[config.mk]
export PLATFORM = sky130hd
export DESIGN_NAME = alu_writeback_unit
export DESIGN_NICKNAME = d
export VERILOG_FILES = /design/src/rtl/alu_writeback_unit.sv
export SDC_FILE = /design/constraint.sdc
export NUM_CORES = 1
export LEC_CHECK = 0
export BUFFER_PORTS_ARGS = -buffer_cell sky130_fd_sc_hd__buf_4
export CORE_MARGIN = 2
export CORE_UTILIZATION = 60
export CTS_CLUSTER_DIAMETER = 50
export DETAILED_ROUTE_END_ITERATION = 8
export PLACE_DENSITY = 0.79
export SKIP_CTS_REPAIR_TIMING = 1
export SLEW_MARGIN = 0
export SYNTH_ARGS = -nofsm -noshare
export SYNTH_HDL_FRONTEND = slang
export SYNTH_SLANG_ARGS = --single-unit
export TNS_END_PERCENT = 20
[constraint.sdc]
create_clock -name clk -period 3.5 [get_ports clk]
set_input_delay 0.7 -clock clk [delete_from_list [all_inputs] [get_ports clk]]
set_output_delay 0.7 -clock clk [all_outputs]
set_load 0.1 [all_outputs]
[src/rtl/alu_writeback_unit.sv]
`default_nettype none
// ============================================================================
// Module   : alu_writeback_unit
// Purpose  : Execute/write-back stage wrapped around an 8-entry register
//            file. Accepts one command at a time, drives the file's two read
//            addresses, latches the returned operands, computes the result
//            (single-cycle ALU op or multi-cycle shift-add multiply) and
//            drives the file's write port for exactly one cycle.
// Ports    : clk             - system clock, rising edge
//            reset           - asynchronous, active-low
//            start           - command strobe, sampled only in IDLE
//            op/rs1/rs2/rd   - command fields
//            Read_Data_1/2   - operands returned by the register file
//            Read_Register_1/2, reg_Write, Write_Register, Write_Data
//                            - register file read-address and write port
//            busy/done       - status (busy = not IDLE, done = WB pulse)
//            zero/carry      - result flags, registered with the result
// Revision : 1.0 - initial release
// ============================================================================
module alu_writeback_unit #(
  parameter int WORD_LENGTH    = 8,
  parameter int REG_ADDR_WIDTH = 3
) (
  input  logic                      clk,
  input  logic                      reset,
  input  logic                      start,
  input  logic [2:0]                op,
  input  logic [REG_ADDR_WIDTH-1:0] rs1,
  input  logic [REG_ADDR_WIDTH-1:0] rs2,
  input  logic [REG_ADDR_WIDTH-1:0] rd,
  input  logic [WORD_LENGTH-1:0]    Read_Data_1,
  input  logic [WORD_LENGTH-1:0]    Read_Data_2,
  output logic [REG_ADDR_WIDTH-1:0] Read_Register_1,
  output logic [REG_ADDR_WIDTH-1:0] Read_Register_2,
  output logic                      reg_Write,
  output logic [REG_ADDR_WIDTH-1:0] Write_Register,
  output logic [WORD_LENGTH-1:0]    Write_Data,
  output logic                      busy,
  output logic                      done,
  output logic                      zero,
  output logic                      carry
);

  localparam int CNT_W = (WORD_LENGTH > 1) ? $clog2(WORD_LENGTH) : 1;

  localparam logic [2:0] OP_ADD = 3'd0;
  localparam logic [2:0] OP_SUB = 3'd1;
  localparam logic [2:0] OP_AND = 3'd2;
  localparam logic [2:0] OP_OR  = 3'd3;
  localparam logic [2:0] OP_XOR = 3'd4;
  localparam logic [2:0] OP_SHL = 3'd5;
  localparam logic [2:0] OP_MUL = 3'd6;
  localparam logic [2:0] OP_LDI = 3'd7;

  typedef enum logic [1:0] {
    S_IDLE = 2'd0,
    S_READ = 2'd1,
    S_EXEC = 2'd2,
    S_WB   = 2'd3
  } state_t;

  state_t state_q, state_d;

  // Captured command
  logic [2:0]                op_q;
  logic [REG_ADDR_WIDTH-1:0] rr1_q, rr2_q, wr_q;

  // Latched operands
  logic [WORD_LENGTH-1:0]    a_q, b_q;

  // Result and flags
  logic [WORD_LENGTH-1:0]    res_q;
  logic                      zero_q, carry_q;

  // Shift-add multiplier state
  logic [2*WORD_LENGTH-1:0]  acc_q, mcand_q;
  logic [WORD_LENGTH-1:0]    mplier_q;
  logic [CNT_W-1:0]          cnt_q;

  // Combinational ALU outputs
  logic [WORD_LENGTH-1:0]    w_alu_res;
  logic                      w_alu_carry;
  logic [WORD_LENGTH:0]      w_sum;
  logic [2*WORD_LENGTH-1:0]  w_acc_next;
  logic                      w_mul_last;

  // --------------------------------------------------------------------------
  // FSM state register
  // --------------------------------------------------------------------------
  always_ff @(posedge clk or negedge reset) begin
    if (!reset) begin
      state_q <= S_IDLE;
    end else begin
      state_q <= state_d;
    end
  end

  // --------------------------------------------------------------------------
  // FSM next-state logic
  // --------------------------------------------------------------------------
  always_comb begin
    state_d = state_q;
    case (state_q)
      S_IDLE: if (start) state_d = S_READ;
      S_READ: state_d = S_EXEC;
      S_EXEC: begin
        // MUL stays here until its final iteration; everything else is one cycle
        if (op_q != OP_MUL || w_mul_last) state_d = S_WB;
      end
      S_WB:    state_d = S_IDLE;
      default: state_d = S_IDLE;
    endcase
  end

  // --------------------------------------------------------------------------
  // Single-cycle ALU
  // --------------------------------------------------------------------------
  always_comb begin
    w_alu_res   = '0;
    w_alu_carry = 1'b0;
    w_sum       = '0;
    case (op_q)
      OP_ADD: begin
        w_sum       = {1'b0, a_q} + {1'b0, b_q};
        w_alu_res   = w_sum[WORD_LENGTH-1:0];
        w_alu_carry = w_sum[WORD_LENGTH];
      end
      OP_SUB: begin
        // Two's-complement subtract: carry out set means no borrow
        w_sum       = {1'b0, a_q} + {1'b0, ~b_q} + {{WORD_LENGTH{1'b0}}, 1'b1};
        w_alu_res   = w_sum[WORD_LENGTH-1:0];
        w_alu_carry = w_sum[WORD_LENGTH];
      end
      OP_AND: w_alu_res = a_q & b_q;
      OP_OR:  w_alu_res = a_q | b_q;
      OP_XOR: w_alu_res = a_q ^ b_q;
      OP_SHL: w_alu_res = a_q << b_q[2:0];
      // The immediate travels in the captured read addresses
      OP_LDI: w_alu_res = WORD_LENGTH'({rr1_q, rr2_q});
      default: w_alu_res = '0;
    endcase
  end

  // --------------------------------------------------------------------------
  // Shift-add multiply step
  // --------------------------------------------------------------------------
  assign w_acc_next = mplier_q[0] ? (acc_q + mcand_q) : acc_q;
  assign w_mul_last = (cnt_q == CNT_W'(WORD_LENGTH - 1));

  // --------------------------------------------------------------------------
  // Datapath registers
  // --------------------------------------------------------------------------
  always_ff @(posedge clk or negedge reset) begin
    if (!reset) begin
      op_q     <= '0;
      rr1_q    <= '0;
      rr2_q    <= '0;
      wr_q     <= '0;
      a_q      <= '0;
      b_q      <= '0;
      res_q    <= '0;
      zero_q   <= 1'b0;
      carry_q  <= 1'b0;
      acc_q    <= '0;
      mcand_q  <= '0;
      mplier_q <= '0;
      cnt_q    <= '0;
    end else begin
      case (state_q)
        S_IDLE: begin
          if (start) begin
            op_q  <= op;
            rr1_q <= rs1;
            rr2_q <= rs2;
            wr_q  <= rd;
          end
        end
        S_READ: begin
          a_q      <= Read_Data_1;
          b_q      <= Read_Data_2;
          acc_q    <= '0;
          mcand_q  <= {{WORD_LENGTH{1'b0}}, Read_Data_1};
          mplier_q <= Read_Data_2;
          cnt_q    <= '0;
        end
        S_EXEC: begin
          if (op_q == OP_MUL) begin
            acc_q    <= w_acc_next;
            mcand_q  <= mcand_q << 1;
            mplier_q <= mplier_q >> 1;
            cnt_q    <= cnt_q + 1'b1;
            // Result registers only move on the final step so they keep
            // the previous command's value until this one is complete
            if (w_mul_last) begin
              res_q   <= w_acc_next[WORD_LENGTH-1:0];
              carry_q <= |w_acc_next[2*WORD_LENGTH-1:WORD_LENGTH];
              zero_q  <= (w_acc_next[WORD_LENGTH-1:0] == '0);
            end
          end else begin
            res_q   <= w_alu_res;
            carry_q <= w_alu_carry;
            zero_q  <= (w_alu_res == '0);
          end
        end
        default: ;
      endcase
    end
  end

  // --------------------------------------------------------------------------
  // Outputs
  // --------------------------------------------------------------------------
  assign Read_Register_1 = rr1_q;
  assign Read_Register_2 = rr2_q;
  assign Write_Register  = wr_q;
  assign Write_Data      = res_q;
  assign zero            = zero_q;
  assign carry           = carry_q;
  assign busy            = (state_q != S_IDLE);
  assign reg_Write       = (state_q == S_WB);
  assign done            = (state_q == S_WB);

endmodule
`default_nettype wire

**Word level (Yosys, flattened, before mapping)**

Index checks and enable logic that the tools add are counted.

- Mux-type cells: 20
- Equal/unequal tests: 16
- Bitwise logic cells: 4
- Reductions and logical operators: 12
- Add/sub/neg operators: 5
- Shift-type cells: 1

Operators with widths:

| operator | number |
|---|---|
| 16-bit case mux with 2 select lines | 2 |
| 8-bit case mux with 7 select lines | 1 |
| 16-bit two-way mux | 3 |
| 8-bit two-way mux | 3 |
| 8-bit by 8-bit adder with 9-bit output | 2 |
| 16-bit adder | 1 |
| 8-bit zero test | 2 |
| 8-bit case mux with 2 select lines | 1 |
| 3-bit == test (second input constant) | 5 |
| 9-bit by 1-bit adder with 9-bit output (second input constant) | 1 |
| 8-bit AND | 1 |
| 2-bit != test (second input constant) | 4 |
| 8-bit NOT | 1 |
| 8-bit bitwise OR | 1 |
| 2-bit case mux with 4 select lines | 1 |
| 2-bit AND reduction | 4 |
| 8-bit OR reduction | 1 |
| 8-bit by 3-bit left shift with 8-bit output | 1 |
| 8-bit bitwise XOR | 1 |
| 3-bit by 2-bit == test with 1-bit output (second input constant) | 2 |
| 3-bit case mux with 2 select lines | 1 |
| 2-bit == test (second input constant) | 2 |
| 1-bit two-way mux | 4 |
| 2-bit two-way mux | 2 |
| other kinds (10) | 11 |

- Input port bits: 31
- Output and inout bits: 22
- Word-level logic and storage cells: 72
- Flip-flop bits (word level): 83

**Longest topological paths before layout**

Gate-level depths: netlist (run 1).

- Depth after elaboration: 6
- Depth in mapped cells: 12
- Depth with buffers taken out: 11

**Worst setup path before layout (run 1)**

OpenSTA, ideal clock, no wires.

- Path type: reg2reg
- Start: register b_q[1]
- End: register zero_q (netlist: zero)
- Cell stages (with the launch flop): 13
- Clock period less this slack: 2.734 ns
- Required time: 3.422 ns
- Data arrival time: 2.656 ns
- Path slack: 0.766 ns
- Buffers on the path: 2
- Setup time: 0.078 ns
- Path through: dfrtp_1 > clkbuf_1 > buf_2 > inv_1 > ha_1 > a21o_1 > and4_1 > a2111oi_0 > o21bai_1 > xnor2_1 > a221oi_1 > nand4_1 > a21oi_1

- Cells in the longest elaborated chain, start to end: 6
- Elaborated cells on any way between the ends: 11
- Classes of those cells: 3 x add/sub; 1 x shift; 2 x mux; 4 x bitwise; 1 x reduce/logical

RTL lines:

| item | RTL line | RTL |
|---|---|---|
| start: declaration | 69 | `logic [WORD_LENGTH-1:0] a_q, b_q;` |
| start signal: assignment | 180 | `b_q <= Read_Data_2;` |
| 8-bit NOT | 130 | `w_sum = {1'b0, a_q} + {1'b0, ~b_q} + {{WORD_LENGTH{1'b0}}, 1'b1};` |
| 8-bit by 8-bit adder with 9-bit output | 130 |  |
| 9-bit by 1-bit adder with 9-bit output | 130 |  |
| 8-bit case mux with 7 select lines (*) | 122 | `case (op_q)` |
| 8-bit zero test (*) | 202 | `zero_q <= (w_alu_res == '0);` |
| 1-bit two-way mux (*) | 187 | `if (op_q == OP_MUL) begin` |
| end signal: assignment | 197 | `zero_q <= (w_acc_next[WORD_LENGTH-1:0] == '0);` |
| end signal: assignment | 202 |  |
| end: declaration | 73 | `logic zero_q, carry_q;` |

Mark *: on every way between the ends. The rest lies on a longest branch, timed or not.
A chain may end at the register's enable or synchronous reset.

**Final worst setup path (run 1)**

Ends and elaborated chain as after synthesis.

==> impl_metrics.tcl, run 1 <==
set metrics [dict create \
    area_growth_pct 12.1 \
    via_per_inst 6.26 \
    layout_worst_path_cycle_share_pct 89.6 \
    slew_violations 0 \
    fin_setup_tns_ps 0 \
    drt-initial-drc-count 270 \
    path_cells "inv_1 > ha_1 > a21o_1 > and4_1 > a2111oi_0 > o21bai_1 > xnor2_1 > a221oi_1 > nand4_1 > a21oi_1" \
    fin_ws_ps 366 \
    synth_seq_cells 83 \
    async_flop_share_pct 100 \
    status "finished, final reports clean" \
    initial_core_util_pct 61.4 \
    diodes 0 \
    synth_area_um2 5620 \
    fin_nets 730 \
    period_needed_ps 3130 \
    rsz0062_at_grt "false" \
    r2r_end "zero" \
    start_kind "flop" \
    antenna_found_initial 0 \
    hp-class "input pin to async pin" \
    die_h_um 101 \
    yosysWarnings 0 \
    path_class "flop to flop" \
    drc 0 \
    coreArea_um2 9150 \
    maxCapViolCount 0 \
    htree_levels 3 \
    grt-busiest-layer "met2" \
    synthCells 606 \
    place_hpwl_um 11400 \
    clockBufferDepth 2 \
    ys.flop_type "dfrtp_1" \
    drt-wirelength-per-cell_um 19.7 \
    io_pins 53 \
    relSlewSlack_pct 44.3 \
    wirelength_um 15100 \
    synthTopCellsByArea "dfrtp_1, ha_1, o21ai_0, mux2i_1, nand2_1" \
    fin_skew_ps 15.5 \
    grt_max_degree 43 \
    grt_usage_pct 31.3 \
    critPathMaxStageDelay_ps 740 \
    yosys.area.top_type "dfrtp_1" \
    worstRegToRegCells 10 \
    crit_fanout 18 \
    row_count 35 \
    clkSlewWorstSetupHoldPaths_ps 100 \
    place_ws_ps 441 \
    end_kind "flop" \
    synthesis.nets 687 \
    cts_tree "done" \
    firstDrtPassIters 5 \
    r2r_setup_slack_ps 370 \
    fill_cells 740 \
    grt_overflow 0 \
    synth_top_area_share_pct 36.9 \
    synth_cell_types 65 \
    vias 4792 \
    multi_input_area_um2 3280 \
    grtUsageMet3_pct 2.98 \
    cp.required_ps 3790 \
    worst_pin_slew_ps 832 \
    yosysSeqAreaShare_pct 36.9 \
    port_buffers 52 \
    drive_gt1_share_pct 16.7 \
    postLayoutCoreUtil_pct 68.9 \
    hold_ws_ps 301 \
    seq_area_um2 2080 \
    numCtsBuffers 9 \
    grt_pass1_wl_um 24500 \
    grt_pass1_vias 4777 \
    syn_avg_cell_area_um2 9.28 \
    fmax_mhz 319 \
    drt.antenna.violating_nets 0 \
    root_buffer "clkbuf_8" \
    met1_usage_pct 42.7 \
    dieArea_um2 10200 \
    grtUsageMet2_pct 52.0 \
    clock_sinks 83 \
    synth_edf_count 0 \
    critical_path_arrival_ps 3420 \
    gp_congestion 0.940 \
    die_x_um 101 \
    r2r-start "b_q[1]" \
    hold_violations 0 \
    setup_viol 0 \
    critical-path-slowest-cell "dfrtp_1" \
    clk-insertion-delay-late_ps 370 \
]
[kinds of logic (layout without fill, tap and decap cells)]
family,count (synthesis),in the layout,share of synthesized area [%]
and+or+nand+nor,141,141,11.2
muxes,45,45,8.44
adders and majority gates,50,50,11.5
buffers and inverters,67,115,4.99
DFF,83,83,36.9
xor gates and xnor gates,19,19,2.96
AOI/OAI and AO/OA,201,201,23.9
[final cells by class]
cell class	instances	area share (%)
multi-input combinational	456	52.0
tap	111	2.20
clock buffer	9	1.97
inverter	34	2.02
sequential	83	32.9
timing repair buffer	65	7.74
clock inverter	7	1.15
[worst max-delay path: cells and delay by family, from the launching register on]
| family | cells | cell delay, ps |
|---|---|---|
| flops | 1 | 740 |
| fa+ha+maj | 1 | 370 |
| simple gates | 2 | 380 |
| compound gates | 5 | 1290 |
| xor+xnor | 1 | 90 |
| buf+inv | 1 | 210 |
[placed cells by master (no fill, tap or decap), types with 12 or more instances in the layout]
| master | n |
|---|---|
| a31oi_1 | 12 |
| nor2_1 | 38 |
| a22o_1 | 15 |
| nand2_1 | 65 |
| dfrtp_1 | 83 |
| inv_1 | 32 |
| xnor2_1 | 12 |
| buf_4 | 65 |
| mux2_2 | 19 |
| ha_1 | 47 |
| o21ai_0 | 61 |
| a21oi_1 | 28 |
| mux2i_1 | 26 |
[how the worst max path moves through the flow]
stage          slack [ps]    end  startpoint
2_1_floorplan         770   zero      b_q[1]
5_1_grt                20   zero      b_q[1]
6_report              370   zero      b_q[1]
3_5_place_dp          440   zero      b_q[1]
4_1_cts               410  carry    acc_q[0]
3_3_place_gp          540   zero      b_q[1]
[state kept, by name, indices dropped and copies added (netlist names)]
signal / flops
carry: 1
zero: 1
op_q: 3
b_q: 8
Write_Register: 3
Write_Data: 8
state_q: 2
mcand_q: 16
Read_Register_1: 3
acc_q: 16
mplier_q: 8
Read_Register_2: 3
cnt_q: 3
a_q: 8
[cells in the mapped netlist, drive strengths merged (5+ instances only)]
cell,n
dfrtp,83
a22o,16
o211ai,7
xor2,7
ha,47
a211oi,8
nor3,7
xnor2,12
o21a,6
nor2,38
buf,10
o21ai,65
a21oi,29
inv,32
a21o,11
mux2,19
a31oi,12
clkbuf,23
mux2i,26
nand2,65
nand3,5
o21bai,7
nor2b,7
[layer usage]
layer,part of all wire (%),vias up,wire [µm]
met1,45,2328,6710
met2,49,160,7350
li1,-,2279,-
met4,2.3,0,351
met5,0,-,0
met3,4.3,25,654
[per-stage QoR]
stage,cell area (µm²),cells
3_3_place_gp,6110,749
6_report,6300,765
5_1_grt,6300,765
3_5_place_dp,6110,749
4_1_cts,6300,765
2_1_floorplan,5620,606
Power of run 1 is not shown: default switching activity piles up to over one toggle a cycle in this logic, so the estimate is an artifact.
==> inputs of run 2 (changes only) <==
--- a/config.mk
+++ b/config.mk
@@ -6,10 +6,11 @@
 export NUM_CORES = 1
 export LEC_CHECK = 0
 export BUFFER_PORTS_ARGS = -buffer_cell sky130_fd_sc_hd__buf_4
-export CORE_MARGIN = 2
+export CAP_MARGIN = 20
 export CORE_UTILIZATION = 60
 export CTS_CLUSTER_DIAMETER = 50
 export DETAILED_ROUTE_END_ITERATION = 8
+export GPL_TIMING_DRIVEN = 1
 export PLACE_DENSITY = 0.79
 export SKIP_CTS_REPAIR_TIMING = 1
 export SLEW_MARGIN = 0
==> run 2 against run 1 <==
Worst hold slack improved by 3.6 ps. Register-to-register slack barely moved. Via count rose by 1.2%. Sequential share of layout area fell by 0.25 points.
==> impl_metrics.tcl, run 2 (same netlist as run 1, synthesis figures left out) <==
set metrics [dict create \
    slew_violations 0 \
    grt_pass1_vias 4672 \
    relSlewSlack_pct 42.5 \
    grt_pass1_wl_um 24900 \
    critical_path_arrival_ps 3390 \
    place_hpwl_um 11500 \
    row_count 34 \
    r2r_setup_slack_ps 360 \
    drt-initial-drc-count 394 \
    worst_pin_slew_ps 860 \
    fmax_mhz 319 \
    drt.antenna.violating_nets 0 \
    start_kind "flop" \
    die_x_um 98.8 \
    antenna_found_initial 0 \
    hp-class "input pin to async pin" \
    vias 4848 \
    cts_tree "done" \
    drive_gt1_share_pct 17.2 \
    crit_family "compound AO/OA/AOI/OAI gates" \
    port_buffers 52 \
    area_growth_pct 13.0 \
    path_cells "ha_1 > fa_1 > a211oi_2 > o21bai_1 > o311ai_2 > nand2b_1 > a221o_1 > nor4_2 > o2111ai_1 > o31a_1" \
    wirelength_um 15300 \
    rsz0062_at_grt "false" \
    postLayoutCoreUtil_pct 71.4 \
    cp.required_ps 3760 \
    dieArea_um2 9760 \
    htree_levels 3 \
    fin_setup_tns_ps 0 \
    maxCapViolCount 0 \
    final_cell_mix "dfrtp_1, buf_4, nand2_1, o21ai_0, ha_1" \
    layout_commonest_cell "dfrtp_1" \
    fill_cells 682 \
    end_kind "flop" \
    grt_max_degree 84 \
    grt_overflow 0 \
    grt_usage_pct 33.0 \
    critical-path-slowest-cell "fa_1" \
    drt-wirelength-per-cell_um 19.9 \
    clkSlewWorstSetupHoldPaths_ps 100 \
    clockBufferDepth 2 \
    fin_skew_ps 19.2 \
    path_buf_inv 0 \
    reg_top3 "acc_q: 16 flops, mcand_q: 16 flops" \
    path_class "flop to flop" \
    layout_worst_path_cycle_share_pct 89.6 \
    clock_sinks 83 \
    numCtsBuffers 9 \
    initial_core_util_pct 63.2 \
    critPathMaxStageDelay_ps 450 \
    coreArea_um2 8890 \
    status "finished, final reports clean" \
    crit_fanout 4 \
    setup_viol 0 \
    via_per_inst 6.33 \
    root_buffer "clkbuf_8" \
    hold_violations 0 \
    r2r-start "mcand_q[0]" \
    gp_congestion 0.998 \
    worstRegToRegCells 10 \
    drc 0 \
    die_h_um 98.8 \
    firstDrtPassIters 5 \
    r2r_end "carry" \
    io_pins 53 \
    clk-insertion-delay-late_ps 360 \
    fin_nets 735 \
    period_needed_ps 3140 \
    diodes 0 \
]
[run 2: cell count changes in the layout (fill, tap and decap cells not counted), sizes merged]
cell / before / now
buf: 65 / 70
bufinv: 0 / 1
clkbuf: 9 / 10
clkinv: 3 / 5
clkinvlp: 3 / 0
inv: 35 / 33
[run 2: worst max-delay path by stage]
stage                  to  cells after the start       start
CTS                 carry                     10  mcand_q[0]
floorplan            zero                     12      b_q[1]
detailed placement  carry                     10  mcand_q[0]
finish              carry                     10  mcand_q[0]
global placement     zero                     10      b_q[0]
global route        carry                     10  mcand_q[0]
[run 2: final cells by class]
class	count	area (µm²)	share of cell area, %
Multi-Input combinational cell	456	3280	51.6
Sequential cell	83	2080	32.7
Timing Repair Buffer	70	538	8.47
Clock buffer	10	138	2.17
Tap cell	108	135	2.13
Inverter	34	128	2.01
Clock inverter	5	61.3	0.965
[run 2: metrics by stage]
stage               cells  cell area (µm²)  hold slack [ps]  worst slack (ps)
floorplan             606             5620              404               766
global placement      750             6130              460               599
detailed placement    750             6130              464               417
CTS                   765             6330              486               354
global route          766             6350              342               199
finish                766             6350              305               363
[run 2: worst register-to-register path: stages, from the launching register on]
cell and delay, ps:
dfrtp_1 430, ha_1 240, fa_1 450, a211oi_2 250, o21bai_1 160, o311ai_2 290, nand2b_1 150, a221o_1 350
nor4_2 280, o2111ai_1 150, o31a_1 270
[run 2: layer usage]
| metal | up-vias | GRT usage, % | part of all wire [%] |
|---|---|---|---|
| met3 | 22 | 5.46 | 7.0 |
| met2 | 189 | 48.5 | 44 |
| met5 | - | 0 | 0 |
| li1 | 2287 | - | - |
| met1 | 2350 | 50.1 | 47 |
| met4 | 0 | 9.53 | 1.5 |
Power of run 2 is left out for the same reason.
